### src/rtl/axi_cnt_writer.sv
// Periodic AXI write master: every PERIOD enabled cycles it writes the running count
// into the next slave register, round-robin. Optional macro CNT_WR_TIMEOUT_EN adds a B-channel timeout.
module axi_cnt_writer #(
    parameter logic [3:0] AXI_ID   = 4'h0,
    parameter int         PERIOD   = 16,
    parameter int         NUM_REGS = 8
) (
    input  logic        clk,
    input  logic        areset,
    input  logic        en_i,
    output logic [31:0] cnt_o,
    output logic        busy_o,
    output logic        err_o,
    output logic        ovf_o,
    output logic [3:0]  awid_o,
    output logic [31:0] awaddr_o,
    output logic        awvalid_o,
    input  logic        awready_i,
    output logic [3:0]  wid_o,
    output logic [31:0] wdata_o,
    output logic [3:0]  wstrb_o,
    output logic        wlast_o,
    output logic        wvalid_o,
    input  logic        wready_i,
    input  logic [3:0]  bid_i,
    input  logic [1:0]  bresp_i,
    input  logic        bvalid_i,
    output logic        bready_o
);

    localparam int TICK_W = $clog2(PERIOD);
    localparam int IDX_W  = (NUM_REGS > 1) ? $clog2(NUM_REGS) : 1;
    localparam logic [TICK_W-1:0] TICK_LAST = TICK_W'(PERIOD - 1);
    localparam logic [IDX_W-1:0]  IDX_LAST  = IDX_W'(NUM_REGS - 1);

    typedef enum logic [1:0] {
        IDLE      = 2'd0,
        ADDR_DATA = 2'd1,
        RESP      = 2'd2
    } state_t;

    state_t             state;
    logic [TICK_W-1:0]  tick_cnt;
    logic [IDX_W-1:0]   reg_idx;
    logic [IDX_W-1:0]   awaddr_q;
    logic               tick;
    logic               aw_hs;
    logic               w_hs;
    logic               b_hs;
    logic               aw_done;
    logic               w_done;
    logic               resp_bad;
`ifdef CNT_WR_TIMEOUT_EN
    logic [5:0]         to_cnt;
`endif

    assign awid_o   = AXI_ID;
    assign wid_o    = AXI_ID;
    assign wstrb_o  = 4'hF;
    assign wlast_o  = 1'b1;
    assign awaddr_o = 32'(awaddr_q);
    assign busy_o   = (state != IDLE);

    assign tick     = en_i && (tick_cnt == TICK_LAST);
    assign aw_hs    = awvalid_o && awready_i;
    assign w_hs     = wvalid_o && wready_i;
    assign b_hs     = bvalid_i && bready_o;
    // A channel counts as done if it already finished or finishes this cycle.
    assign aw_done  = !awvalid_o || awready_i;
    assign w_done   = !wvalid_o || wready_i;
    assign resp_bad = (bresp_i != 2'b00) || (bid_i != AXI_ID);

    always_ff @(posedge clk or negedge areset) begin
        if (!areset) begin
            tick_cnt <= '0;
        end else if (!en_i || tick_cnt == TICK_LAST) begin
            tick_cnt <= '0;
        end else begin
            tick_cnt <= tick_cnt + TICK_W'(1);
        end
    end

    always_ff @(posedge clk or negedge areset) begin
        if (!areset) begin
            state     <= IDLE;
            cnt_o     <= '0;
            reg_idx   <= '0;
            awaddr_q  <= '0;
            wdata_o   <= '0;
            awvalid_o <= 1'b0;
            wvalid_o  <= 1'b0;
            bready_o  <= 1'b0;
            err_o     <= 1'b0;
            ovf_o     <= 1'b0;
`ifdef CNT_WR_TIMEOUT_EN
            to_cnt    <= '0;
`endif
        end else begin
            if (tick && state != IDLE) begin
                ovf_o <= 1'b1;
            end
            case (state)
                IDLE: begin
                    if (tick) begin
                        wdata_o   <= cnt_o;
                        awaddr_q  <= reg_idx;
                        cnt_o     <= cnt_o + 32'd1;
                        awvalid_o <= 1'b1;
                        wvalid_o  <= 1'b1;
                        state     <= ADDR_DATA;
                    end
                end
                ADDR_DATA: begin
                    if (aw_hs) begin
                        awvalid_o <= 1'b0;
                    end
                    if (w_hs) begin
                        wvalid_o <= 1'b0;
                    end
                    if (aw_done && w_done) begin
                        bready_o <= 1'b1;
                        state    <= RESP;
`ifdef CNT_WR_TIMEOUT_EN
                        to_cnt   <= '0;
`endif
                    end
                end
                RESP: begin
                    if (b_hs) begin
                        bready_o <= 1'b0;
                        reg_idx  <= (reg_idx == IDX_LAST) ? '0 : reg_idx + IDX_W'(1);
                        state    <= IDLE;
                        if (resp_bad) begin
                            err_o <= 1'b1;
                        end
                    end
`ifdef CNT_WR_TIMEOUT_EN
                    // Give up on a silent slave; the same register is retried next tick.
                    else if (to_cnt == 6'd63) begin
                        err_o    <= 1'b1;
                        bready_o <= 1'b0;
                        state    <= IDLE;
                    end else begin
                        to_cnt <= to_cnt + 6'd1;
                    end
`endif
                end
                default: begin
                    state <= IDLE;
                end
            endcase
        end
    end

endmodule
### config.mk
export PLATFORM = sky130hd
export DESIGN_NAME = axi_cnt_writer
export DESIGN_NICKNAME = d
export VERILOG_FILES = /design/src/rtl/axi_cnt_writer.sv
export SDC_FILE = /design/constraint.sdc
export NUM_CORES = 1
export LEC_CHECK = 0
export ABC_AREA = 1
export BUFFER_PORTS_ARGS = -buffer_cell sky130_fd_sc_hd__buf_2
export CAP_MARGIN = 20
export CORE_MARGIN = 4
export CORE_UTILIZATION = 51
export CTS_BUF_LIST = sky130_fd_sc_hd__clkbuf_16
export DETAILED_ROUTE_END_ITERATION = 8
export PLACE_DENSITY = 0.79
export SYNTH_ARGS = -nofsm -noshare
export SYNTH_HDL_FRONTEND = slang
export SYNTH_SLANG_ARGS = --single-unit
### constraint.sdc
create_clock -name clk -period 3.4 [get_ports clk]
set_input_delay 0.68 -clock clk [delete_from_list [all_inputs] [get_ports clk]]
set_output_delay 0.68 -clock clk [all_outputs]
set_load 0.005 [all_outputs]
Word level (Yosys, flattened, before mapping)

Cells that the tools add are included.

Equality and inequality tests: 9
Reduce and logical (&&, ||, !) cells: 26
Multiplexer cells: 14
$add $sub $neg: 3

Operators by type and width:

| cell                                                            | number |
|---|---|
| 32-bit by 1-bit adder with 32-bit output, second input constant | 1 |
| 3-bit AND reduction                                             | 5 |
| 2-bit != test, second input constant                            | 5 |
| 2-bit nonzero test                                              | 4 |
| 1-bit logical AND                                               | 6 |
| 2-bit two-way mux                                               | 3 |
| 1-bit case mux with 2 select lines                              | 3 |
| 2-bit case mux with 3 select lines                              | 1 |
| 1-bit two-way mux                                               | 5 |
| 4-bit by 1-bit adder with 4-bit output, second input constant   | 1 |
| 4-bit == test, second input constant                            | 1 |
| 1-bit logical OR                                                | 4 |
| 4-bit two-way mux                                               | 1 |
| 2-bit AND reduction                                             | 2 |
| 4-bit nonzero test                                              | 1 |
| 3-bit by 1-bit adder with 3-bit output, second input constant   | 1 |
| 3-bit == test, second input constant                            | 1 |
| 1-bit zero test                                                 | 3 |
| 3-bit two-way mux                                               | 1 |
| 2-bit by 1-bit == test with 1-bit output, second input constant | 1 |
| 2-bit == test, second input constant                            | 1 |
| 2-bit zero test                                                 | 1 |

Bits of input ports: 12
Bits in registers: 81
Output and inout port bits: 115
Logic and storage cells: 63

Depth between registers and ports, before layout

Word-level depth: 5
Depth in mapped cells: 9
Gate-level depth less buffers: 9

Worst setup path after synthesis

No wires, ideal clock.

Path type: input to register
Start: input en_i
End: register cnt_o[29]
Data arrival time: 1344 ps
Slack: 1940 ps
Stages on the path: 6
Setup time: 117 ps
Path through: nand4_1 -> nor2_4 -> buf_2 -> nand3_1 -> nand2_1 -> nand2_1

Cells in the longest elaborated chain, start to end: 2

RTL lines:

| item                          | RTL line | source |
|---|---|---|
| start: declaration            | 10       | `input logic en_i,` |
| 1-bit logical AND             | 64       | `assign tick = en_i && (tick_cnt == TICK_LAST);` |
| 2-bit AND reduction (no line) | -        |  |
| end signal: assignment        | 107      | `cnt_o <= cnt_o + 32'd1;` |
| end: declaration              | 11       | `output logic [31:0] cnt_o,` |

No other way between the ends.
A chain may end at the register's enable or synchronous reset.

Worst setup path in the final report

Start: register tick_cnt[0]
End: register cnt_o[4]

Cells in the longest elaborated chain, start to end: 3

RTL lines:

| item                          | RTL line | source |
|---|---|---|
| start: declaration            | 43       | `logic [TICK_W-1:0] tick_cnt;` |
| start signal: assignment      | 79       | `tick_cnt <= tick_cnt + TICK_W'(1);` |
| 4-bit == test                 | 64       |  |
| 1-bit logical AND             | 64       |  |
| 2-bit AND reduction (no line) | -        |  |

No other way between the ends.

==> metrics.md <==
| Metric | Value |
|---|---|
| Core area | `0.007848 sq mm` |
| Starting density of the core | `53.32%` |
| Register area share after synthesis | `48.44%` |
| Biggest cell delay along the critical path | `about 0.54 ns` |
| Num CTS Buffers | `9` |
| Clock-pin slew on the worst setup and hold paths | `roughly 0.060 ns` |
| Number of synthesized register bits | `81` |
| Via/cell ratio | `4.758` |
| Mapped Area | `0.004184 sq mm` |
| First-pass GRT wire length | `16.52 mm` |
| Post_cts resized | `0` |
| DRT Wirelength | `9.688 mm` |
| Cell family with most CP delay | `simple AND/OR/NAND/NOR gates` |
| Clock buffer depth | `2` |
| Clk_lat worst skew | `0.34 ns` |
| Post-Layout Cell Count | `720` |
| Ys Warns | `0` |
| Vias in the first global route | `3368` |
| Final Cycle Share | `65.39%` |
| FILL cells | `roughly 700` |
| Top FF cell, synth | `dfrtp_1` |
| Internal power component | `1546 uW` |
| Fin. Hold Viols | `0` |
| Req. time, crit path | `3.66 ns` |
| Via count | `3426` |
| Height of the die | `98.58 um` |
| Die ar. | `0.009717 sq mm` |
| Share of cells above drive strength 1 | `a little under a fifth` |
| Routability cong. | `0.8833` |
| Skew final | `between 0.01 and 0.015 ns` |
| Leakage power figure | `0.002704 uW` |
| PwrDens | `408.2 mW/mm^2` |
| Part of the power in registers | `49.0%` |
| GRT overflow | `0` |
| Final nets | `~630` |
| CP Capture Type | `register` |
| CTS tree | `yes` |
| Initial antenna violation count | `0` |
| CTS Hold Bufs | `0` |
| Number of synthesized flops with an enable pin | `0` |
| Synth top area cells | `dfrtp_1 (48%), nand2_1 (15%), buf_4 (7.7%), inv_1 (5.3%), nor2_1 (4.9%)` |
| Combinational fraction of design power | `2.5%` |
| Maximum clock frequency | `approximately 450 MHz` |
| Post-synth top area cell | `dfrtp_1` |
| # Post-CTS Setup Buffers | `0` |
| Max Slew Vio Count | `0` |
| Most used cell, CP | `nor2_1` |
| Worst Path Buf+Inv | `1` |
| Arr. time, crit path | `approximately 2.5 ns` |
| Worst Max-Slew Pin Slew | `0.7545 ns` |
| Clock network fraction of total power | `48.5%` |
| Max-cap violations | `0` |
| Iter 0 DRT Violations | `154` |
| Cells after synthesis | `528` |
| Unrepaired setup endpoints after global routing | `false` |
| Inst Count DP | `approximately 700` |
| Avg Inst Size Synth | `7.924 sq um` |
| Die span in x | `98.58 um` |
| Area share of the largest cell type after synthesis | `48.44%` |
| Startpoint types | `register` |
| Setup TNS Final | `0 ns` |
| H-Tree Depth | `3` |
| Worst relative slew slack | `49.31%` |
| Most common cell in the netlist | `nand2_1` |
| FFs w/ async S/R, synth | `100.0%` |
| Post-DP HPWL | `7.051 mm` |
| Yosys cell types | `25` |
| Clock root cell | `clkbuf_16` |
| Psw | `432.4 uW` |
| Area growth syn-to-layout | `15.82%` |
| Diode count | `0` |
| Detailed-route wire length per cell | `approximately 13 um` |
| Worst vdd ir | `~0.00027 V` |
| Num ports | `127` |
| Hold Crit Class | `input port to asynchronous set/reset pin` |
| DRC Markers | `0` |
| CP max stage cell | `nand3_2` |
| Worst path cell trace | `ha_1, nand2_1, nor2_1, nand3_2, buf_4, nor2_1, xor2_1` |
| Pin count of the biggest net entering global routing | `a little over 80` |
| CP max FO | `28` |
| Minimum clock period | `2.223 ns` |
| Final setup violation count | `0` |
| Clock sinks | `81` |
| Post-route ant nets | `0` |
| Synth top cells by count | `nand2_1 (166), dfrtp_1 (81), inv_1 (59)` |
| Status | `complete, no violations` |
| Net Sw Frac | `21.86%` |
| Port buffer count | `84` |
| Critical path type | `register to register` |
| Tot GR Track Use | `21.24%` |
| Pre-antenna DRT Iters | `5` |
| Std cell rows | `32` |
[cell usage in the layout, fill, tap and decap left out, types with 2 or more instances in the layout]
cell type and n:
o21ai_0 25, o21bai_1 2, clkinvlp_4 2, nand2_1 166, a21oi_1 2, o21ai_1 6, clkbuf_16 9, ha_1 4
nor2_4 7, buf_2 83, buf_4 3, nand3_1 32, nand4_1 6, xor2_1 16, nor2_2 5, dfrtp_1 81
conb_1 42, nor2_1 55, inv_1 60, nand2_2 2
[final timing paths]
path / startpoint / cells after the start / to / slack, ns
max: tick_cnt[0]$_DFF_PN0_ / 7 / cnt_o[4]$_DFFE_PN0P_ / 1.18
min: areset / 1 / wdata_o[0]$_DFFE_PN0P_ / 0.15
max reg2reg: tick_cnt[0]$_DFF_PN0_ / 7 / cnt_o[4]$_DFFE_PN0P_ / 1.18
min reg2reg: err_o$_DFFE_PN0P_ / 2 / err_o$_DFFE_PN0P_ / 0.47
max in group asynchronous: areset / 2 / wdata_o[25]$_DFFE_PN0P_ / 2.67
min in group clk: err_o$_DFFE_PN0P_ / 2 / err_o$_DFFE_PN0P_ / 0.47
[cell families after synthesis]
group / synth area share [%]
other: 0.1795
AND/OR/NAND/NOR: 27.99
adder cells (fa/ha/maj): 1.196
flip-flops: 48.44
buffers and inverters: 14.38
AO/OA/AOI/OAI: 4.456
XOR/XNOR: 3.349
[registers in the layout, summed over array words and instances (netlist names)]
name	cells
state	2
awvalid_o	1
cnt_o	32
err_o	1
ovf_o	1
tick_cnt	4
bready_o	1
wvalid_o	1
reg_idx	3
awaddr_q	3
wdata_o	32
[metrics by stage]
step | setup WS, ns | instance area (sq um) | total power [uW] | hold slack [ns] | utilization, %
2_1_floorplan | 1.940 | 4334 | 1038 | 0.3844 | -
3_3_place_gp | 1.277 | 4523 | 1029 | 0.4414 | 57.64
3_5_place_dp | 1.241 | 4523 | 1032 | 0.4491 | 57.64
4_1_cts | 1.181 | 4818 | 1990 | 0.4652 | 61.40
5_1_grt | 0.9814 | 4846 | 2049 | 0.1536 | 61.75
6_report | 1.177 | 4846 | 1978 | 0.1546 | 61.75
[final cells by class]
cell class	count	area [sq um]	share of cell area (%)
Sequential cell	81	2027	41.83
Multi-Input combinational cell	374	1705	35.19
Timing Repair Buffer	87	465.4	9.605
Clock buffer	9	225.2	4.648
Inverter	60	225.2	4.648
Tap cell	102	127.6	2.634
Clock inverter	7	70.07	1.446
[power by group through the flow]
| stage | registers, uW | clock network [uW] | logic, uW |
|---|---|---|---|
| 2_1_floorplan | 987 | 0 | 51.3 |
| 3_3_place_gp | 987 | 0 | 42.4 |
| 3_5_place_dp | 987 | 0 | 44.6 |
| 4_1_cts | 969 | 976 | 44.6 |
| 5_1_grt | 969 | 1020 | 57.1 |
| 6_report | 969 | 960 | 48.5 |
[metal layers]
metal / part of all wire, % / GRT usage [%]
met3: 6.1 / 4.812
met5: 0 / 0
met4: 1.1 / 6.723
met2: 47 / 33.54
met1: 45 / 29.31
(Power assumes the default switching activity.)
